## src/rtl/screen_seq_fsm_pkg.sv

```systemverilog
// screen_seq_fsm_pkg: screen encodings and timer width shared by the screen sequencer
package screen_seq_fsm_pkg;
    localparam int SCREEN_SECS_W = 8;
    typedef enum logic [2:0] {
        TITLE_SCREEN     = 3'd0,
        PLAYER_SCREEN    = 3'd1,
        SETUP_SCREEN     = 3'd2,
        CHESS_SCREEN     = 3'd3,
        PAUSE_SCREEN     = 3'd4,
        GAME_OVER_SCREEN = 3'd5
    } screen_state_t;
endpackage

```

## src/rtl/screen_seq_fsm_sec_tick_gen.sv

```systemverilog
// screen_seq_fsm_sec_tick_gen: one-second prescaler with synchronous clear
module screen_seq_fsm_sec_tick_gen #(
    parameter int CLK_FREQ_HZ = 50_000_000
) (
    input  logic clk,
    input  logic reset,
    input  logic clr,
    output logic sec_tick
);
    localparam int CW = $clog2(CLK_FREQ_HZ);
    logic [CW-1:0] cnt;
    assign sec_tick = cnt == CW'(CLK_FREQ_HZ - 1);
    always_ff @(posedge clk) begin
        cnt <= (reset || clr || sec_tick) ? '0 : cnt + 1'b1;
    end
endmodule

```

## src/rtl/screen_seq_fsm.sv

```systemverilog
// screen_seq_fsm: chess screen sequencer with timed, idle, pause and game-over screens
module screen_seq_fsm
    import screen_seq_fsm_pkg::*;
#(
    parameter int CLK_FREQ_HZ   = 50_000_000,
    parameter int PLAYER_SECS   = 2,
    parameter int GAMEOVER_SECS = 10,
    parameter int IDLE_SECS     = 60
) (
    input  logic                     clk,
    input  logic                     reset,
    input  logic                     enter,
    input  logic                     back,
    input  logic                     pause,
    input  logic                     activity,
    input  logic                     game_over,
    input  logic                     override,
    output screen_state_t            state,
    output logic                     setup_complete,
    output logic                     game_reset,
    output logic                     game_active,
    output logic [SCREEN_SECS_W-1:0] secs_left
);
    localparam logic [SCREEN_SECS_W-1:0] PLAYER_N   = SCREEN_SECS_W'(PLAYER_SECS);
    localparam logic [SCREEN_SECS_W-1:0] GAMEOVER_N = SCREEN_SECS_W'(GAMEOVER_SECS);
    localparam logic [SCREEN_SECS_W-1:0] IDLE_N     = SCREEN_SECS_W'(IDLE_SECS);

    screen_state_t              nxt;
    logic                       sc_nxt, gr_nxt, sec_tick, clr, expired;
    logic [SCREEN_SECS_W-1:0]   elapsed, elapsed_nxt, limit, limit_nxt;

    function automatic logic [SCREEN_SECS_W-1:0] limit_of(screen_state_t s);
        return s == PLAYER_SCREEN    ? PLAYER_N :
               s == SETUP_SCREEN     ? IDLE_N :
               s == GAME_OVER_SCREEN ? GAMEOVER_N : '0;
    endfunction

    screen_seq_fsm_sec_tick_gen #(.CLK_FREQ_HZ(CLK_FREQ_HZ)) u_tick (
        .clk      (clk),
        .reset    (reset),
        .clr      (clr),
        .sec_tick (sec_tick)
    );

    // expiry fires on the last tick so a timed screen lasts exactly N seconds
    always_comb begin
        limit   = limit_of(state);
        expired = limit != '0 && sec_tick && elapsed == limit - 1'b1;
        nxt     = state;
        sc_nxt  = 1'b0;
        gr_nxt  = 1'b0;
        if (override) nxt = CHESS_SCREEN;
        else case (state)
            TITLE_SCREEN:  if (enter) nxt = PLAYER_SCREEN;
            PLAYER_SCREEN: nxt = back ? TITLE_SCREEN : expired ? SETUP_SCREEN : state;
            SETUP_SCREEN:
                if (back) nxt = PLAYER_SCREEN;
                else if (enter) begin
                    nxt    = CHESS_SCREEN;
                    sc_nxt = 1'b1;
                end else if (expired && !activity) begin
                    nxt    = TITLE_SCREEN;
                    gr_nxt = 1'b1;
                end
            CHESS_SCREEN:  nxt = game_over ? GAME_OVER_SCREEN : pause ? PAUSE_SCREEN : state;
            PAUSE_SCREEN:
                if (back) begin
                    nxt    = TITLE_SCREEN;
                    gr_nxt = 1'b1;
                end else if (pause || enter) nxt = CHESS_SCREEN;
            GAME_OVER_SCREEN:
                if (enter || expired) begin
                    nxt    = TITLE_SCREEN;
                    gr_nxt = 1'b1;
                end
            default: begin
                nxt    = TITLE_SCREEN;
                gr_nxt = 1'b1;
            end
        endcase
        clr         = nxt != state || (state == SETUP_SCREEN && (activity || enter || back));
        elapsed_nxt = clr ? '0 : (sec_tick && elapsed != '1) ? elapsed + 1'b1 : elapsed;
        limit_nxt   = limit_of(nxt);
    end

    always_ff @(posedge clk) begin
        if (reset) begin
            state          <= TITLE_SCREEN;
            setup_complete <= 1'b0;
            game_reset     <= 1'b1;
            game_active    <= 1'b0;
            secs_left      <= '0;
            elapsed        <= '0;
        end else begin
            state          <= nxt;
            setup_complete <= sc_nxt;
            game_reset     <= gr_nxt;
            game_active    <= nxt == CHESS_SCREEN;
            secs_left      <= limit_nxt == '0 ? '0 : limit_nxt - elapsed_nxt;
            elapsed        <= elapsed_nxt;
        end
    end
endmodule

```

## config.mk

```make
export PLATFORM = sky130hd
export DESIGN_NAME = screen_seq_fsm
export DESIGN_NICKNAME = d
export VERILOG_FILES = /design/src/rtl/screen_seq_fsm_pkg.sv /design/src/rtl/screen_seq_fsm_sec_tick_gen.sv /design/src/rtl/screen_seq_fsm.sv
export SDC_FILE = /design/constraint.sdc
export NUM_CORES = 1
export LEC_CHECK = 0
export BUFFER_PORTS_ARGS = -buffer_cell sky130_fd_sc_hd__buf_2
export CELL_PAD_IN_SITES_DETAIL_PLACEMENT = 2
export CELL_PAD_IN_SITES_GLOBAL_PLACEMENT = 2
export CORE_ASPECT_RATIO = 0.8
export CORE_MARGIN = 2
export CORE_UTILIZATION = 33
export CTS_CLUSTER_DIAMETER = 150
export DETAILED_ROUTE_END_ITERATION = 10
export PLACE_DENSITY = 0.8
export RECOVER_POWER = 25
export SYNTH_ARGS = -nofsm -noshare
export SYNTH_HDL_FRONTEND = slang
export SYNTH_HIERARCHICAL = 1
export SYNTH_SLANG_ARGS = --single-unit
```

## constraint.sdc

```tcl
create_clock -name clk -period 4.2 [get_ports clk]
set_input_delay 0.63 -clock clk [delete_from_list [all_inputs] [get_ports clk]]
set_output_delay 0.63 -clock clk [all_outputs]
set_load 0.005 [all_outputs]
```

# == After elaboration in Yosys (flattened, before gate mapping) ==
# Cells that the tools add are included.
# totals
output_inout_bits,14
inputBits,8
wordCells,73
reg_bits,48
# classes
n_bitwise,1
add_sub_neg,4
eq_ne,13
muxes,29
reduce_logical,19
# op_table
cell,n
$mux 3,12
$add 26x1->26 const B,1
$eq 26x26->1 const B,1
$mux 6,4
$pmux 3 s6,1
$mux 8,2
$eq 3x2->1 const B,4
$eq 3x3->1 const B,3
$add 8x1->8 const B,1
$eq 8x8->1,1
$logic_not 8->1,1
$mux 4,2
$ne 8x8->1 const B,1
$reduce_bool 8->1,1
$sub 6x8->8,1
$logic_or 1x1->1,7
$mux 1,7
$sub 6x1->7 const B,1
$eq 3x1->1 const B,2
$logic_and 1x1->1,5
$pmux 1 s4,1
$reduce_or 4->1,1
$logic_not 3->1,1
$ne 3x3->1,1
4 further kinds,4

# == Depth between registers and ports, before layout ==
# Gate-level depths: netlist of the first run.
# logic_depth
depth_word,19
mapped_depth,20
ltp_nobuf,19

# == Modules after synthesis ==
# Netlist of the first run, hierarchy kept.
# by_module_without_submodules
mod,seq_area_each_um2,n_inst,cells_each,area_each_um2
screen_seq_fsm,440.4,1,179,1546.5
screen_seq_fsm_sec_tick_gen,520.5,1,142,1268.7

# == Least setup slack after synthesis of the first run ==
# Ideal clock, no wire load.
# synth_path
path_type,reg2reg
start,reg u_tick.cnt[0]
end,reg secs_left[7]
path_buffers,1
arrival_time_ns,4.234
path_stages_with_launch,21
setup_time_ns,0.139
slack_ns,-0.174
period_less_slack_ns,4.374
required_ns,4.061
cell_sequence,dfxtp_1 > ha_1 > nand3_1 > or4_4 > nor3_1 > o2111ai_1 > a2111oi_4 > a311o_2 > o21a_1 > o21ai_1 > clkbuf_8 > nand2b_1 > ha_1 > a21o_1 > a21o_1 > a21oi_1 > nor2_1 > nor2_1 > o31ai_4 > mux2i_1 > a21oi_1
# synth_between
elab_cells_between_ends,27
# synth_lines
element,line,rtl
start: declaration,screen_seq_fsm_sec_tick_gen.sv:11,logic [CW-1:0] cnt;
start signal: assignment,screen_seq_fsm_sec_tick_gen.sv:14,cnt <= (reset || clr || sec_tick) ? '0 : cnt + 1'b1;
$eq 26x26->1 (*),screen_seq_fsm_sec_tick_gen.sv:12,assign sec_tick = cnt == CW'(CLK_FREQ_HZ - 1);
via sec_tick,screen_seq_fsm.sv:29,"logic sc_nxt, gr_nxt, sec_tick, clr, expired;"
$logic_and 1x1->1 (*) (2 in a row),screen_seq_fsm.sv:48,expired = limit != '0 && sec_tick && elapsed == limit - 1'b1;
$logic_and 1x1->1,screen_seq_fsm.sv:61,end else if (expired && !activity) begin
$mux 3,screen_seq_fsm.sv:61,
$mux 3,screen_seq_fsm.sv:58,else if (enter) begin
$mux 3,screen_seq_fsm.sv:57,if (back) nxt = PLAYER_SCREEN;
$pmux 3 s6 (*),screen_seq_fsm.sv:53,else case (state)
$mux 3 (*),screen_seq_fsm.sv:52,if (override) nxt = CHESS_SCREEN;
$ne 3x3->1 (*),screen_seq_fsm.sv:81,clr = nxt != state || (state == SETUP_SCREEN && (activity || enter || back));
$logic_or 1x1->1 (*),screen_seq_fsm.sv:81,
via clr,screen_seq_fsm.sv:29,
$mux 8 (*),screen_seq_fsm.sv:82,elapsed_nxt = clr ? '0 : (sec_tick && elapsed != '1) ? elapsed + 1'b1 : elapsed;
$sub 6x8->8 (*),screen_seq_fsm.sv:99,secs_left <= limit_nxt == '0 ? '0 : limit_nxt - elapsed_nxt;
end signal: assignment,screen_seq_fsm.sv:99,
end: declaration,screen_seq_fsm.sv:22,output logic [SCREEN_SECS_W-1:0] secs_left
# Mark *: on every way through the listed nets, which the timed path passes. The rest lies on a longest branch.
# A chain may end at the register's enable or synchronous reset.

# == Worst setup path in the final report of the first run ==
# layout_path
start,reg u_tick.cnt[23]
end,reg secs_left[7]
# layout_between
elab_chain_cells,15
elab_cells_between_ends,27
# layout_rtl
element,line
$eq 26x26->1 (*),screen_seq_fsm_sec_tick_gen.sv:12
via sec_tick,screen_seq_fsm.sv:29
"parallel branches: the longest is 14 deep, another holds $pmux 3 s6",-
# Mark *: on every way through the listed nets, which the timed path passes.

==> key figures, run 1 <==
Status
  – Status: finished, final reports clean

Power and ir drop
  – Pwr Density: 269.9 nW/um^2
  – Sequential share of power: 0.511
  – Switching Fraction: 0.2756
  – P_int: 658.8 uW
  – Sw Pwr: 250.7 uW
  – Peak supply drop: 0.1167 mV
  – Combinational share of power: 0.160
  – Power share of the clock group: 0.329
  – Leakage power total: 0.001188 uW

Critical path
  – Req. time, crit path: 4.36 ns
  – Worst Setup EP: secs_left[7]
  – Crit path from: u_tick/cnt[23]
  – Most frequent CP cell: a21o_1
  – Worst r2r path cells: 19
  – CP Launch Type: register
  – Worst-path fanout max: 5
  – Crit end category: register
  – Critical path, cell by cell: nand4_1 > or4_4 > nor3_4 > o2111ai_2 > a2111oi_4 > buf_4 > a21oi_4 > o21a_4 > o21ai_4 > nand2b_4 > ha_4 > a21o_1 > a21o_1 > a21oi_2 > nor2_1 > nor2_2 > o31ai_4 > mux2i_1 > a21oi_1
  – RR Endpoint: secs_left[7]
  – CP Data Arrival Time: 4.26 ns
  – Internal reg-to-reg setup slack: 0.11 ns
  – Levels on crit path: 19
  – Critical path type: register to register
  – Worst r2r src: u_tick/cnt[23]
  – Critical path's largest stage delay: 0.55 ns
  – Slowest CP cell: or4_4
  – Crit path max-delay family: compound AO/OA/AOI/OAI gates
  – Worst path bufs/invs: 1

Route
  – DR iter-0 viols: 86
  – Vias per cell: 5.483
  – Via Count: 2610
  – DRT antenna net count: 0
  – Residual DRC count: 0
  – Final wirelength: 8.632 mm
  – Pre-antenna DRT Iters: 4
  – Routed len/inst: 18.13 um

Die
  – Die Ht: 86.61 um
  – Row count: 30
  – Initial Utilization: 0.3363
  – Die Wd: 107.3 um
  – CORE AREA: 8371 um^2
  – Die area: 9290 um^2
  – I/O Pins: 22

Layout
  – Area growth syn-to-layout: 19.69%
  – Nets: 380
  – Fraction of layout cells with a size suffix above 1: 0.2857
  – N_diodes: 0
  – Finished Cell Area: 3369 um^2
  – Fin cells: 476

Yosys
  – Synth cell types: 71
  – Sequential-to-total area share from yosys stat: 0.3413
  – Syn avg cell area: 8.770 um^2
  – Post-synth EDFFs: 0
  – Seq cells post-synth: 48
  – Syn nets: 338
  – Synth area leader: dfxtp_1
  – Predominant post-synthesis flop cell: dfxtp_1
  – Synth top area share: 0.3413
  – Yosys Warn Count: 6
  – Ys async rst share: 0
  – Synth area leaders: dfxtp_1 (34%), nor2_1 (6.4%), xnor2_1 (5.6%)
  – Cell Area, Synth: 2815 um^2
  – Post-Synthesis Cells: 321

Global routing
  – Initial antenna violation count: 0
  – Global Route Usage Sum: 0.1810
  – First-pass GRT wire length: 13.54 mm
  – Largest net degree at the start of global routing: 25
  – Global route total overflow: 0
  – Vias in the first global route: 2691

Clocking
  – CTS tree: built
  – CTS Buf Count: 5
  – Clk_lat worst skew: 0.30 ns
  – Worst-path clk slew: 0.10 ns
  – Clock Path Buffers: 2
  – H-tree Lvls: 2
  – CTS sink cnt: 48
  – Root Buffer: clkbuf_8

Job
  – Maxcap violations: 0

STA
  – Final Skew: 0.008390 ns
  – Worst slew pin tran: 1.035 ns
  – Fin crit share: 0.9739
  – Slew margin rel.: 0.3098
  – Fin worst setup slack: 0.1098 ns
  – Fin. max-slew vios: 0
  – Fin crit period: 4.090 ns
  – Worst hold slack: 0.5055 ns
  – Endpoints failing setup: 0
  – Final Hold Viols: 0
  – Fmax: 244.5 MHz
  – Unrepaired setup endpoints after global routing: true

Placement
  – Placer Congestion: 0.8122
  – Inst Count DP: 462
  – Pre-CTS WS: -0.05005 ns
  – Cell Area, Placed: 3151 um^2
  – HPWL after detailed placement: 5.875 mm
  – IO buf count: 21

Hold path
  – Hold/Removal Path Class: register to register
[stage by stage]
step                TNS (ns)    util  power (uW)
floorplan                  0       -       568.3
global placement           0  0.3764       598.9
detailed placement  -0.05005  0.3764       604.5
CTS                        0  0.3898       908.2
global route        -0.09843  0.4025       955.9
finish                     0  0.4025       909.5
[worst register-to-register path, cell delays in order (launching register included)]
cell       delay [ns]
dfxtp_1          0.41
nand4_1          0.21
or4_4            0.55
nor3_4           0.18
o2111ai_2        0.16
a2111oi_4        0.34
buf_4            0.22
a21oi_4          0.07
o21a_4           0.22
o21ai_4          0.17
nand2b_4         0.18
ha_4             0.22
a21o_1           0.17
a21o_1           0.19
a21oi_2          0.14
nor2_1           0.06
nor2_2           0.15
o31ai_4          0.08
mux2i_1          0.15
a21oi_1          0.08
[what timing repair did]
action,CTS,global route
buffers inserted,0,6
resized for setup,3,19
cloned,0,0
hold buffers,0,0
endpoints found under the setup margin,2,2
pin swaps,1,9
[cell usage in the layout, fill, tap and decap left out, drive strengths merged, types with 2 or more instances in the layout]
master / count
nor2: 48
buf: 44
nor3b: 2
and4: 2
or2b: 2
a21oi: 16
a221oi: 2
nor4b: 2
o21ai: 17
or3: 13
xor2: 7
xnor2: 18
dfxtp: 48
a21o: 8
or4: 5
nand3: 15
inv: 8
o31ai: 5
o21a: 4
nand2b: 5
nor4: 4
and3: 5
clkbuf: 8
o21bai: 5
ha: 8
nand4: 14
or3b: 2
and2b: 2
nand3b: 3
nand2: 13
nor3: 9
[synth_stat cells, types with 5 or more instances]
library cell  number
nand2b_1           5
nor3_1             9
o21ai_0           13
xnor2_1           18
a21oi_1           14
nand2_1           13
dfxtp_1           48
nor2_1            48
o21bai_1           5
or3_1             12
nand3_1           14
xor2_1             7
ha_1               8
buf_6              6
a21o_1             7
inv_1              6
nand4_1           12
[sequential cells by signal, indices dropped and copies added (netlist names)]
| register | count |
|---|---|
| u_tick/cnt | 26 |
| elapsed | 8 |
| game_reset | 1 |
| state | 3 |
| secs_left | 8 |
| game_active | 1 |
| setup_complete | 1 |
[area by class of cell]
class	count	area [um^2]
inverters	7	26.28
well taps	112	140.1
multi-input cells	255	1843
clock buffers	6	82.58
clock inverters	2	13.76
repair buffers	46	294.0
flip-flops and latches	48	969.7
fillers	948	5001
[layer usage]
| layer | part of all wire | vias up | track usage |
|---|---|---|---|
| met5 | 0 | - | 0 |
| met4 | 0.0081 | 0 | 0.03660 |
| met3 | 0.019 | 6 | 0.02782 |
| met2 | 0.48 | 25 | 0.3032 |
| met1 | 0.49 | 1334 | 0.2483 |
| li1 | - | 1245 | - |
[cells by family after synthesis]
kind of cell | after synthesis | synth area share
xor+xnor | 25 | 0.07778
compound gates | 69 | 0.1902
flops | 48 | 0.3413
buf+inv | 18 | 0.04577
fa+ha+maj | 9 | 0.04267
mux | 1 | 0.003556
simple gates | 151 | 0.2987
[power by group through the flow]
stage          logic [uW]  registers, uW  clock network, uW
2_1_floorplan        91.8            477                  0
3_3_place_gp          125            474                  0
3_5_place_dp          130            474                  0
4_1_cts               132            464                312
5_1_grt               158            466                332
6_report              146            465                299
[worst min-delay path by stage]
stage / slack [ns] / start / depth (start not counted) / to
after floorplan: 0.44 / u_tick/cnt[0] / 1 / u_tick/cnt[0]
after global placement: 0.48 / u_tick/cnt[24] / 2 / u_tick/cnt[24]
after detailed placement: 0.49 / u_tick/cnt[24] / 2 / u_tick/cnt[24]
after CTS: 0.51 / u_tick/cnt[24] / 2 / u_tick/cnt[24]
after global routing: 0.54 / u_tick/cnt[24] / 2 / u_tick/cnt[24]
final: 0.51 / u_tick/cnt[24] / 2 / u_tick/cnt[24]
No activity file was read; power rests on OpenSTA's default activity.
==> run 2, diff against run 1 <==
Settings changed: CORE_MARGIN 2 to not set.
==> run 2 against run 1 <==
  * Combinational power is 5% lower
  * Final area is 1.3% lower
  * Global-route usage is 1.4 points higher
  * Routed wire length is 4.1% lower
  * Worst hold slack better by 0.016 ns
  * Cell count is 1.5% lower
  * Critical path type unchanged
==> key figures, run 2 (synthesis gave the netlist of run 1 again) <==
Global routing
  – Vias in the first global route: 2764
  – Global Route Usage Sum: 0.1950
  – Largest net degree at the start of global routing: 25
  – First-pass GRT wire length: 13.76 mm
  – Global route total overflow: 0
  – Initial antenna violation count: 0

STA
  – Slew margin rel.: 0.3031
  – Worst slew pin tran: 1.045 ns
  – Endpoints failing setup: 0
  – Unrepaired setup endpoints after global routing: true
  – Fin crit period: 4.076 ns
  – Fin crit share: 0.9706
  – Fin. max-slew vios: 0
  – Final Hold Viols: 0
  – Final Skew: 0.01058 ns
  – Fmax: 245.3 MHz
  – Post-route setup TNS: 0 ns

Hold path
  – Hold/Removal Path Class: register to register

Placement
  – Cell Area, Placed: 3138 um^2
  – Inst Count DP: 457
  – Placer Congestion: 0.7856
  – IO buf count: 21
  – HPWL after detailed placement: 6.055 mm

Layout
  – Finished Cell Area: 3324 um^2
  – Nets: 378
  – N_diodes: 0
  – Commonest non-fill, non-tap cell in the layout: nor2_1
  – Fraction of layout cells with a size suffix above 1: 0.2632
  – Fin cells: 469
  – Area growth syn-to-layout: 18.09%
  – Top reg by flops: u_tick/cnt
  – Commonest cells after routing, fill and taps aside: nor2_1 (47), dfxtp_1 (42), buf_4 (21)
  – Biggest regs: u_tick/cnt: 26 flops, elapsed: 8 flops, secs_left: 8 flops
  – Max reg flops: 26

Clocking
  – Root Buffer: clkbuf_8
  – Clock Path Buffers: 2
  – CTS Buf Count: 5
  – H-tree Lvls: 2
  – Worst-path clk slew: 0.10 ns
  – CTS tree: built
  – CTS sink cnt: 48
  – Clk_lat worst skew: 0.31 ns

Route
  – Via Count: 2565
  – DR iter-0 viols: 65
  – Final wirelength: 8.278 mm
  – Vias per cell: 5.469
  – DRT antenna net count: 0
  – Pre-antenna DRT Iters: 4
  – Routed len/inst: 17.65 um
  – Residual DRC count: 0

Critical path
  – Slowest CP cell: or4_4
  – Worst-path fanout max: 5
  – Critical path, cell by cell: nand4_1 > or4_4 > nor3_4 > o2111ai_2 > a2111oi_4 > buf_4 > a21oi_2 > o21a_1 > o21ai_4 > nand2b_4 > ha_4 > a21o_1 > a21o_1 > a21oi_2 > nor2_1 > nor2_2 > o31ai_4 > mux2i_1 > a21oi_1
  – Worst path bufs/invs: 1
  – CP Data Arrival Time: 4.25 ns
  – Critical path type: register to register
  – CP Launch Type: register
  – Critical path's largest stage delay: 0.54 ns
  – Req. time, crit path: 4.37 ns
  – Crit end category: register
  – Crit path max-delay family: compound AO/OA/AOI/OAI gates

Die
  – Die area: 8906 um^2
  – CORE AREA: 8092 um^2
  – I/O Pins: 22
  – Row count: 29
  – Die Ht: 84.61 um
  – Initial Utilization: 0.3479
  – Die Wd: 105.3 um

Job
  – Maxcap violations: 0

Power and ir drop
  – Pwr Density: 272.2 nW/um^2
  – Sequential share of power: 0.513
  – Peak supply drop: 0.1256 mV
  – P_int: 653.9 uW
  – Combinational share of power: 0.154
  – Sw Pwr: 251.1 uW
  – Total power: 905.0 uW
  – Power share of the clock group: 0.333
  – Leakage power total: 0.001164 uW
  – Switching Fraction: 0.2774

Status
  – Status: finished, final reports clean
[run 2: cell count changes in the layout (fill, tap and decap cells not counted), sizes merged]
cell	before	now
clkbuf	8	10
inv	8	7
buf	44	40
[run 2: per-layer routing]
layer,track usage,share of wire,vias up
met5,0,0,-
met4,0.03457,0.0035,0
met3,0.04115,0.031,2
met2,0.3319,0.48,33
met1,0.2569,0.49,1284
li1,-,-,1246
[run 2: area by class of cell]
type | count | area (um^2)
fillers | 919 | 4767
multi-input cells | 255 | 1823
flip-flops and latches | 48 | 968.4
repair buffers | 44 | 280.3
well taps | 108 | 135.1
clock buffers | 6 | 82.58
inverters | 7 | 26.28
clock inverters | 1 | 8.758
[run 2: path summary, 6_finish.rpt]
check / start / endpoint / slack (ns) / cells after the start
hold reg to reg: u_tick/cnt[24] / u_tick/cnt[24] / 0.52 / 2
hold / removal: u_tick/cnt[24] / u_tick/cnt[24] / 0.52 / 2
setup reg to reg: u_tick/cnt[20] / secs_left[7] / 0.12 / 19
setup / recovery: u_tick/cnt[20] / secs_left[7] / 0.12 / 19
[run 2: timing repair]
item,4_1_cts,5_1_grt
gates resized for setup,6,11
setup buffers,0,5
gates cloned,0,0
hold buffers,0,0
hold endpoints to repair,0,0
setup endpoints to repair,2,2
pin swaps,1,3
[run 2: tightest hold or removal path, stage by stage (launching register included)]
cell and delay (ns):
dfxtp_2 0.34, o31ai_1 0.07, a21oi_1 0.07
[run 2: through the flow]
step | hold WS (ns) | setup slack, ns | utilization
3_3_place_gp | 0.4892 | 0.07984 | 0.3878
6_report | 0.5214 | 0.1236 | 0.4109
3_5_place_dp | 0.5021 | -0.1384 | 0.3878
2_1_floorplan | 0.4396 | 0.0001146 | -
4_1_cts | 0.5196 | 0.008584 | 0.4033
5_1_grt | 0.5579 | -0.07243 | 0.4109
[run 2: power by group through the flow]
stage | logic (uW) | clock network [uW] | registers [uW]
finish | 139 | 302 | 464
CTS | 139 | 313 | 464
global placement | 125 | 0 | 474
global route | 153 | 335 | 465
floorplan | 91.8 | 0 | 477
detailed placement | 132 | 0 | 474
==> run 3, diff against run 2 <==
Settings changed: CAP_MARGIN set to 15, PLACE_DENSITY 0.8 to 0.81, SYNTH_HIERARCHICAL 1 to not set.
==> run 3 against run 2 <==
  * Highest routed layer unchanged
  * Synthesized cell count decreased by 0.31%
  * Critical path type unchanged
  * Count of clock-buffer cells in the layout is 1 lower
  * Power decreased by 1.6%
  * Largest cell class unchanged
  * Register-to-register slack got worse by 0.07 ns
  * Worst hold slack got worse by 0.042 ns
  * Area after synthesis down 4.0%
==> key figures, run 3 <==
Layout
  – Footprint of the multi-input gates: 1700 um^2
  – N_diodes: 0
  – Area growth syn-to-layout: 14.27%
  – Fillers: 911
  – Finished Cell Area: 3087 um^2
  – Max reg flops: 26
  – Top reg by flops: u_tick.cnt
  – Nets: 361
  – Biggest regs: u_tick.cnt: 26 flops, elapsed: 8 flops, secs_left: 8 flops
  – Register area: 960.9 um^2
  – Fraction of layout cells with a size suffix above 1: 0.1507
  – Fin cells: 453
  – Commonest cells after routing, fill and taps aside: nor2_1 (62), dfxtp_1 (48), nand2_1 (19)
  – Core Util, Final: 0.3884
  – Commonest non-fill, non-tap cell in the layout: nor2_1

Placement
  – Inst Count DP: 444
  – Pre-CTS WS: 0.01998 ns
  – Placer Congestion: 0.7746
  – IO buf count: 21
  – Cell Area, Placed: 2915 um^2
  – HPWL after detailed placement: 5.645 mm

STA
  – Slew margin rel.: 0.3705
  – Fmax: 241.2 MHz
  – Endpoints failing setup: 0
  – Fin. max-slew vios: 0
  – Final Skew: 0.01554 ns
  – Final Hold Viols: 0
  – Post-route setup TNS: 0 ns
  – Fin worst setup slack: 0.05486 ns
  – Fin crit share: 0.9869
  – Worst slew pin tran: 0.9443 ns
  – Fin crit period: 4.145 ns

Critical path
  – Req. time, crit path: 4.41 ns
  – Critical path type: register to register
  – Worst path bufs/invs: 2
  – Critical path, cell by cell: or3b_1 > ha_1 > xor2_1 > and2_4 > and4_1 > a311oi_2 > buf_4 > a21oi_4 > o211ai_4 > buf_4 > nand2b_1 > ha_4 > and4_1 > o21ai_1 > a211oi_1 > mux2_1
  – CP Launch Type: register
  – CP Data Arrival Time: 4.35 ns
  – Crit path max-delay family: simple AND/OR/NAND/NOR gates
  – Worst-path fanout max: 8
  – Slowest CP cell: or3b_1
  – Critical path's largest stage delay: 0.41 ns
  – Crit end category: register

Yosys
  – Synth area leaders: dfxtp_1 (36%), nor2_1 (8.6%), xor2_1 (5.8%)
  – Syn avg cell area: 8.442 um^2
  – Post-Synthesis Cells: 320
  – Seq cells post-synth: 48
  – Synth area leader: dfxtp_1
  – Ys async rst share: 0
  – Syn nets: 337
  – Synth cell types: 60
  – Synth top area share: 0.3557
  – Yosys Warn Count: 0
  – Predominant post-synthesis flop cell: dfxtp_1
  – Cell Area, Synth: 2701 um^2
  – Post-synth EDFFs: 0
  – Most frequent cells after synthesis: nor2_1 (62), dfxtp_1 (48), nand2_1 (19), xor2_1 (18), xnor2_1 (17)
  – Sequential-to-total area share from yosys stat: 0.3557
  – Most common cell in the netlist: nor2_1

Route
  – DR iter-0 viols: 53
  – Vias per cell: 5.274
  – Pre-antenna DRT Iters: 6
  – DR WL met2: 3.771 mm
  – Routed met3 length: 183 um
  – Routed len/inst: 17.26 um
  – M1 wire length: 3.768 mm
  – DRT antenna net count: 0
  – Via Count: 2389
  – Highest metal used: met4
  – Residual DRC count: 0
  – Final wirelength: 7.819 mm

Power and ir drop
  – Peak supply drop: 0.1102 mV
  – Pwr Density: 288.6 nW/um^2
  – Leakage power total: 0.001164 uW

Job
  – Maxcap violations: 0

Die
  – Initial Utilization: 0.3399
  – Row count: 29
  – CORE AREA: 7946 um^2
  – Die Ht: 82.93 um
  – Die area: 8554 um^2
  – I/O Pins: 22
  – Die Wd: 103.2 um

Global routing
  – Initial antenna violation count: 0
  – First-pass GRT wire length: 12.50 mm
  – Global Route Usage Sum: 0.1865
  – Global route total overflow: 0
  – Largest net degree at the start of global routing: 27
  – Vias in the first global route: 2511

Clocking
  – CTS Buf Count: 5
  – Clk_lat worst skew: 0.32 ns
  – Worst-path clk slew: 0.10 ns
  – CTS sink cnt: 48
  – Hold-fix buffers at CTS: 0
  – H-tree Lvls: 2
  – Clock Path Buffers: 2
  – CTS tree: built
  – Root Buffer: clkbuf_8

Status
  – Status: finished, final reports clean

Hold path
  – Hold/Removal Path Class: register to register
[run 3: logic make-up (layout without fill, tap and decap cells)]
family,Yosys count,count (layout),synth area share
compound gates,45,45,0.1251
xor+xnor,35,35,0.1135
fa+ha+maj,9,9,0.04447
buf+inv,25,50,0.04724
flops,48,48,0.3557
mux,5,5,0.01945
simple gates,153,153,0.2946
[run 3: power breakdown]
group          internal, uW  total, uW  switching [uW]
logic                  53.5        133            79.9
clock network           119        294             175
registers               461        464            2.88
total                   633        891             258
[run 3: final cells by class]
type | count | share of cell area
clock buffers | 5 | 0.02229
clock inverters | 3 | 0.006891
inverters | 13 | 0.01581
multi-input cells | 247 | 0.5509
flip-flops and latches | 48 | 0.3113
well taps | 108 | 0.04378
repair buffers | 29 | 0.04905
[run 3: per-stage QoR]
step	total power (uW)	hold WS (ns)
after floorplan	561.7	0.4302
after global placement	589.7	0.4432
after detailed placement	595.6	0.4584
after CTS	897.4	0.4851
after global routing	938.7	0.5205
final	890.9	0.4799
[run 3: what timing repair did]
action	in CTS	in global routing
endpoints found under the setup margin	2	2
setup buffers	0	1
pin swaps	1	3
gates resized for setup	1	15
gates cloned	0	0
[run 3: metal layers]
metal / track usage / vias up
li1: - / 1157
met3: 0.03788 / 10
met4: 0.04097 / 0
met1: 0.2488 / 1193
met2: 0.3079 / 29
met5: 0 / -
[run 3: worst reg2reg max path, stage by stage (launching register included)]
cell      delay [ns]
dfxtp_1         0.34
or3b_1          0.41
ha_1            0.35
xor2_1          0.17
and2_4          0.18
and4_1          0.21
a311oi_2        0.30
buf_4           0.18
a21oi_4         0.06
o211ai_4        0.32
buf_4           0.20
nand2b_1        0.18
ha_4            0.18
and4_1          0.20
o21ai_1         0.13
a211oi_1        0.30
mux2_1          0.34
[run 3: worst paths after layout]
path	from	to	slack, ns	depth (start not counted)
worst max register to register	state[0]	secs_left[7]	0.05	16
worst min register to register	u_tick.cnt[0]	u_tick.cnt[0]	0.48	1
worst min-delay path	u_tick.cnt[0]	u_tick.cnt[0]	0.48	1
worst max-delay path	state[0]	secs_left[7]	0.05	16
